### src/rtl/alu_share_arbiter.sv
// Round-robin arbiter sharing one combinational ALU between the integer pipeline
// (requester 0) and the crypto coprocessor (requester 1), with a bounded grant lock.
module alu_share_arbiter #(
  parameter int DATA_W   = 32,
  parameter int CTRL_W   = 4,
  parameter int LOCK_MAX = 8
) (
  input  logic              clk,
  input  logic              rst_n,
  input  logic              req0_valid,
  output logic              req0_ready,
  input  logic [CTRL_W-1:0] req0_ctrl,
  input  logic [DATA_W-1:0] req0_a,
  input  logic [DATA_W-1:0] req0_b,
  input  logic              req0_lock,
  input  logic              req1_valid,
  output logic              req1_ready,
  input  logic [CTRL_W-1:0] req1_ctrl,
  input  logic [DATA_W-1:0] req1_a,
  input  logic [DATA_W-1:0] req1_b,
  input  logic              req1_lock,
  output logic              rsp0_valid,
  input  logic              rsp0_ready,
  output logic [DATA_W-1:0] rsp0_result,
  output logic              rsp0_zero,
  output logic              rsp1_valid,
  input  logic              rsp1_ready,
  output logic [DATA_W-1:0] rsp1_result,
  output logic              rsp1_zero,
  output logic [DATA_W-1:0] alu_a,
  output logic [DATA_W-1:0] alu_b,
  output logic [CTRL_W-1:0] alu_ctrl,
  input  logic [DATA_W-1:0] alu_result,
  input  logic              alu_zero,
  output logic [1:0]        lock_owner
);

  localparam int CNT_W = $clog2(LOCK_MAX);

  typedef enum logic [1:0] {UNLOCKED, LOCKED0, LOCKED1} state_e;

  state_e             state_q, state_d;
  logic               rr_ptr_q, rr_ptr_d;
  logic [CNT_W-1:0]   lock_cnt_q, lock_cnt_d;
  logic               rsp0_valid_q, rsp0_valid_d;
  logic               rsp1_valid_q, rsp1_valid_d;
  logic [DATA_W-1:0]  rsp0_result_q, rsp0_result_d;
  logic [DATA_W-1:0]  rsp1_result_q, rsp1_result_d;
  logic               rsp0_zero_q, rsp0_zero_d;
  logic               rsp1_zero_q, rsp1_zero_d;

  logic elig0, elig1, grant0, grant1, lock_expired;

  assign elig0        = req0_valid & (~rsp0_valid_q | rsp0_ready);
  assign elig1        = req1_valid & (~rsp1_valid_q | rsp1_ready);
  assign lock_expired = (lock_cnt_q == CNT_W'(LOCK_MAX - 1));

  // NOTE: sequential state uses non-blocking assignments so every flop samples
  // pre-edge values regardless of process ordering.
  always_ff @(posedge clk or negedge rst_n) begin
    if (!rst_n) begin
      state_q    <= UNLOCKED;
      rr_ptr_q   <= 1'b0;
      lock_cnt_q <= '0;
    end else begin
      state_q    <= state_d;
      rr_ptr_q   <= rr_ptr_d;
      lock_cnt_q <= lock_cnt_d;
    end
  end

  // NOTE: every combinational output gets a default first, so no path can
  // leave it unassigned and infer a latch.
  always_comb begin
    state_d    = state_q;
    rr_ptr_d   = rr_ptr_q;
    lock_cnt_d = lock_cnt_q;
    case (state_q)
      UNLOCKED: begin
        if (grant0) begin
          if (req0_lock) begin
            state_d    = LOCKED0;
            lock_cnt_d = '0;
          end else begin
            rr_ptr_d = 1'b1;
          end
        end else if (grant1) begin
          if (req1_lock) begin
            state_d    = LOCKED1;
            lock_cnt_d = '0;
          end else begin
            rr_ptr_d = 1'b0;
          end
        end
      end
      LOCKED0: begin
        lock_cnt_d = lock_cnt_q + CNT_W'(1);
        // Forced release wins over a same-cycle lock request; that grant still lands.
        if (lock_expired || (grant0 && !req0_lock)) begin
          state_d    = UNLOCKED;
          rr_ptr_d   = 1'b1;
          lock_cnt_d = '0;
        end
      end
      LOCKED1: begin
        lock_cnt_d = lock_cnt_q + CNT_W'(1);
        if (lock_expired || (grant1 && !req1_lock)) begin
          state_d    = UNLOCKED;
          rr_ptr_d   = 1'b0;
          lock_cnt_d = '0;
        end
      end
      default: state_d = UNLOCKED;
    endcase
  end

  always_comb begin
    grant0     = 1'b0;
    grant1     = 1'b0;
    lock_owner = 2'b00;
    case (state_q)
      LOCKED0: begin
        grant0     = elig0;
        lock_owner = 2'b01;
      end
      LOCKED1: begin
        grant1     = elig1;
        lock_owner = 2'b10;
      end
      default: begin
        if (elig0 && elig1) begin
          grant0 = ~rr_ptr_q;
          grant1 = rr_ptr_q;
        end else begin
          grant0 = elig0;
          grant1 = elig1;
        end
      end
    endcase

    alu_a    = '0;
    alu_b    = '0;
    alu_ctrl = '0;
    if (grant0) begin
      alu_a    = req0_a;
      alu_b    = req0_b;
      alu_ctrl = req0_ctrl;
    end else if (grant1) begin
      alu_a    = req1_a;
      alu_b    = req1_b;
      alu_ctrl = req1_ctrl;
    end
  end

  assign req0_ready = grant0;
  assign req1_ready = grant1;

  // A load in the same cycle as a drain keeps the slot full with the new value.
  always_comb begin
    rsp0_valid_d  = grant0 ? 1'b1 : (rsp0_valid_q & ~rsp0_ready);
    rsp0_result_d = grant0 ? alu_result : rsp0_result_q;
    rsp0_zero_d   = grant0 ? alu_zero : rsp0_zero_q;
    rsp1_valid_d  = grant1 ? 1'b1 : (rsp1_valid_q & ~rsp1_ready);
    rsp1_result_d = grant1 ? alu_result : rsp1_result_q;
    rsp1_zero_d   = grant1 ? alu_zero : rsp1_zero_q;
  end

  always_ff @(posedge clk or negedge rst_n) begin
    if (!rst_n) begin
      rsp0_valid_q  <= 1'b0;
      rsp0_result_q <= '0;
      rsp0_zero_q   <= 1'b0;
      rsp1_valid_q  <= 1'b0;
      rsp1_result_q <= '0;
      rsp1_zero_q   <= 1'b0;
    end else begin
      rsp0_valid_q  <= rsp0_valid_d;
      rsp0_result_q <= rsp0_result_d;
      rsp0_zero_q   <= rsp0_zero_d;
      rsp1_valid_q  <= rsp1_valid_d;
      rsp1_result_q <= rsp1_result_d;
      rsp1_zero_q   <= rsp1_zero_d;
    end
  end

  assign rsp0_valid  = rsp0_valid_q;
  assign rsp0_result = rsp0_result_q;
  assign rsp0_zero   = rsp0_zero_q;
  assign rsp1_valid  = rsp1_valid_q;
  assign rsp1_result = rsp1_result_q;
  assign rsp1_zero   = rsp1_zero_q;

endmodule

### config.mk
export PLATFORM = sky130hd
export DESIGN_NAME = alu_share_arbiter
export DESIGN_NICKNAME = d
export VERILOG_FILES = /design/src/rtl/alu_share_arbiter.sv
export SDC_FILE = /design/constraint.sdc
export NUM_CORES = 1
export LEC_CHECK = 0
export CORE_AREA = 3 3 122 124
export CTS_BUF_LIST = sky130_fd_sc_hd__clkbuf_4 sky130_fd_sc_hd__clkbuf_8
export DETAILED_ROUTE_END_ITERATION = 10
export DIE_AREA = 0 0 125 127
export PLACE_DENSITY = 0.7
export SLEW_MARGIN = 10
export SYNTH_ARGS = -nofsm -noshare
export SYNTH_HDL_FRONTEND = slang
export SYNTH_SLANG_ARGS = --single-unit
### constraint.sdc
create_clock -name clk -period 2.7 [get_ports clk]
set_input_delay 0.54 -clock clk [delete_from_list [all_inputs] [get_ports clk]]
set_output_delay 0.54 -clock clk [all_outputs]
set_load 0.02 [all_outputs]
==> impl_results.rst, run 1 <==
.. list-table::
   :header-rows: 1

   * - Metric
     - Value
   * - Result of the run
     - complete, but fails checks
   * - Violations in the final reports
     - negative setup slack
   * - Initial antenna violation count
     - 3
   * - Count of cell types in the netlist
     - 40
   * - Kind of capture point of the worst setup path
     - primary output
   * - Clock transition at the registers of the reported paths
     - 80 ps
   * - Critical path fanouts, max
     - 9
   * - Width of the chip
     - between 100 and 150 µm
   * - Final standard cell area without fillers
     - approximately 0.0080 mm²
   * - Final-report max-slew violation count
     - 0
   * - Skew-Pair Late Insertion Delay
     - 350 ps
   * - Number of nets in the final layout
     - 823
   * - # port buffers
     - 316
   * - Half-perimeter wire length after detailed placement
     - ~14 mm
   * - Maximum number of pins on one net before global-route repair
     - 75
   * - Cells taking the most area after synthesis
     - sky130_fd_sc_hd__dfrtp_1, sky130_fd_sc_hd__mux2_2, sky130_fd_sc_hd__a22o_1
   * - Post-synthesis cell type with the largest combined area
     - sky130_fd_sc_hd__dfrtp_1
   * - Final number of hold-violating endpoints
     - 0
   * - Total CTS buffers
     - 9
   * - Gr ovfl total
     - 0
   * - Num Clock Sinks
     - 74
   * - Unrepaired setup endpoints after global routing
     - true
   * - Post-detailed-route DRC marker count
     - 0
   * - Number of global-route vias before repair
     - 4320
   * - Largest voltage drop on the vdd net
     - 0.699 mV
   * - Y dimension of the die
     - 127 µm
   * - Max Buffers Root-to-Sink
     - 2
   * - Min Tclk post-route
     - around 2800 ps
   * - Leading cell types in the layout, fill and taps excluded
     - sky130_fd_sc_hd__clkdlybuf4s50_1, sky130_fd_sc_hd__dfrtp_1, sky130_fd_sc_hd__buf_6, sky130_fd_sc_hd__a22o_1, sky130_fd_sc_hd__mux2_2
   * - Tightest Pin Transition
     - about 940 ps
   * - Final-report setup violation count
     - 68
   * - Worst hold slack
     - 339 ps
   * - Worst clock skew
     - 6.38 ps
   * - H-tree levels
     - 3
   * - Commonest register cell after synthesis
     - sky130_fd_sc_hd__dfrtp_1
   * - Most common cell after layout, fill and taps aside
     - sky130_fd_sc_hd__clkdlybuf4s50_1
   * - Yosys top cell area share
     - 47.3%
   * - Cell Area, Placed
     - around 0.0073 mm²
   * - Flip-flop and latch count after synthesis
     - 74
   * - Gate count after technology mapping
     - between 200 and 300
   * - Avg Vias per Cell
     - 4.94
   * - Min-delay worst type
     - in -> async
   * - Power density over the cells
     - 1200 mW/mm²
   * - MaxCap Viol Count
     - 0
   * - Clock root cell
     - sky130_fd_sc_hd__clkbuf_8
   * - Proportion of register bits with asynchronous set or reset after synthesis
     - 100%
   * - Post-synthesis to final-layout area growth
     - 105%
   * - Worst Path Arrival
     - roughly 2300 ps
   * - Global-route usage over all layers
     - 21.0%
   * - Post-detailed-route wirelength per cell
     - 22.1 µm
   * - Setup tns final
     - -6910 ps
   * - Number of core rows
     - 43
   * - Portion of the post-synthesis area used by sequential elements
     - 47.3%
   * - Period utilisation layout
     - 105%
   * - Global-route wire length before repair
     - 25.9 mm
   * - Antenna Nets Post-Route
     - 0
   * - Number of DRC markers after the initial detailed-route iteration
     - 194
   * - Yosys warnings
     - 0
   * - Final worst setup slack
     - -146 ps
   * - Placer's final routability congestion estimate
     - 0.896
   * - Max-Slew Margin vs Limit
     - 37.3%
   * - CTS tree
     - built
   * - Worst setup SP type
     - flip-flop
   * - Core region area
     - 0.0139 mm²
   * - Number of synthesized flops with an enable pin
     - 0
   * - Full die area
     - 0.0159 mm²
   * - Total detailed-routing wirelength
     - approximately 18 mm
   * - CP Data Required Time
     - 2160 ps
   * - Mapped cell area
     - between 0.003 and 0.004 mm²
   * - Leakage
     - ~3.5 nW
   * - Mapped Nets
     - 477
   * - Drt pass-1 iters
     - 4
   * - Fin util
     - 57.7%
   * - Fmax achieved
     - between 0.3 and 0.4 GHz
   * - Kind of critical path
     - reg -> out
   * - Boundary pin count
     - ~320
   * - Fraction of final layout cells sized beyond drive strength 1
     - 34.6%
   * - Syn avg cell area
     - 13.3 µm²
   * - Starting density of the core
     - between 20 and 30%
   * - Total via count after detailed routing
     - 4090
-- final timing paths --
check | to | slack, ps | start | cells past startpoint
setup / recovery | alu_b[17] | -150 | state_q[1] | 10
hold / removal | rsp1_result[22] | 340 | rst_n | 1
setup reg to reg | rsp0_result[14] | 410 | state_q[1] | 7
hold reg to reg | rsp1_result[14] | 510 | rsp1_result[14] | 1
max in group asynchronous | rsp1_result[7] | 1760 | rst_n | 1
min in group clk | rsp1_result[14] | 510 | rsp1_result[14] | 1
-- synthesized netlist by cell type, drive strengths merged, types with 2 or more instances --
| cell type | number |
|---|---|
| nor3 | 2 |
| a21oi | 5 |
| buf | 20 |
| a22o | 68 |
| mux2 | 69 |
| nor2b | 4 |
| clkbuf | 3 |
| a311oi | 2 |
| ha | 6 |
| nand2 | 7 |
| and2 | 3 |
| o21ai | 2 |
| dfrtp | 74 |
| nor2 | 2 |
| nand2b | 5 |
| inv | 6 |
| nand3 | 2 |
-- power by group --
group          switching, mW  internal (mW)  total [mW]
Clock                  0.405          0.393       0.798
Sequential             0.290           1.66        1.95
Combinational           3.20           3.67        6.87
Total                   3.90           5.72        9.62
-- cell families after synthesis --
kind of cell	count (synthesis)	share of synthesized area, %
AO/OA/AOI/OAI	87	20.1
adder cells (fa/ha/maj)	6	1.92
buffers and inverters	29	5.21
flip-flops	74	47.3
multiplexers	69	20.9
AND/OR/NAND/NOR	29	4.51
-- worst max-delay path, stage by stage, from the launching register on --
cell,delay (ps)
sky130_fd_sc_hd__dfrtp_1,400
sky130_fd_sc_hd__buf_4,140
sky130_fd_sc_hd__buf_4,120
sky130_fd_sc_hd__buf_4,130
sky130_fd_sc_hd__ha_4,150
sky130_fd_sc_hd__nor2b_2,170
sky130_fd_sc_hd__a41oi_4,60
sky130_fd_sc_hd__and2_4,240
sky130_fd_sc_hd__clkbuf_16,180
sky130_fd_sc_hd__a22o_4,230
sky130_fd_sc_hd__buf_6,130
-- metal layers --
layer	GRT usage, %	vias to the layer above	wire length (µm)
met2	38.6	199	9790
met4	8.74	0	717
met1	22.6	2018	6400
li1	-	1828	-
met5	0	-	0
met3	6.27	45	1360
-- metrics by stage --
stage	cells	setup slack, ps	total power [mW]
after CTS	814	-118	9.18
final	828	-146	9.62
after detailed placement	790	-590	8.02
after global routing	828	-236	10.1
after global placement	790	-555	7.94
after floorplan	294	171	5.25
-- sequential cells by signal, summed over array words and instances, names as in the netlist --
signal	cells
rsp1_result	32
rsp0_valid	1
lock_cnt_q	3
rr_ptr_q	1
rsp0_result	32
rsp1_zero	1
rsp0_zero	1
state_q	2
rsp1_valid	1
-- repair_timing --
item / CTS / global route
pin swaps: 33 / 10
gates resized for setup: 377 / 58
cloned: 3 / 10
hold buffers: 0 / 0
buffers inserted: 5 / 4
endpoints found under the setup margin: 70 / 70
-- final cells by class --
cell class / count / area [µm²]
Clock buffer: 12 / 159
Inverter: 6 / 22.5
Tap cell: 180 / 225
Antenna cell: 3 / 7.51
Timing Repair Buffer: 357 / 3740
Multi-Input combinational cell: 192 / 1980
Clock inverter: 4 / 26.3
Sequential cell: 74 / 1850
Fill cell: 1117 / 5870
Note: power is estimated with default switching activity, not from simulation.
==> run 2, diff against run 1 <==
Settings changed: GPL_ROUTABILITY_DRIVEN from default to 1.
==> results of run 2 <==
The final DEF is identical to that of run 1; final timing and power are the same.
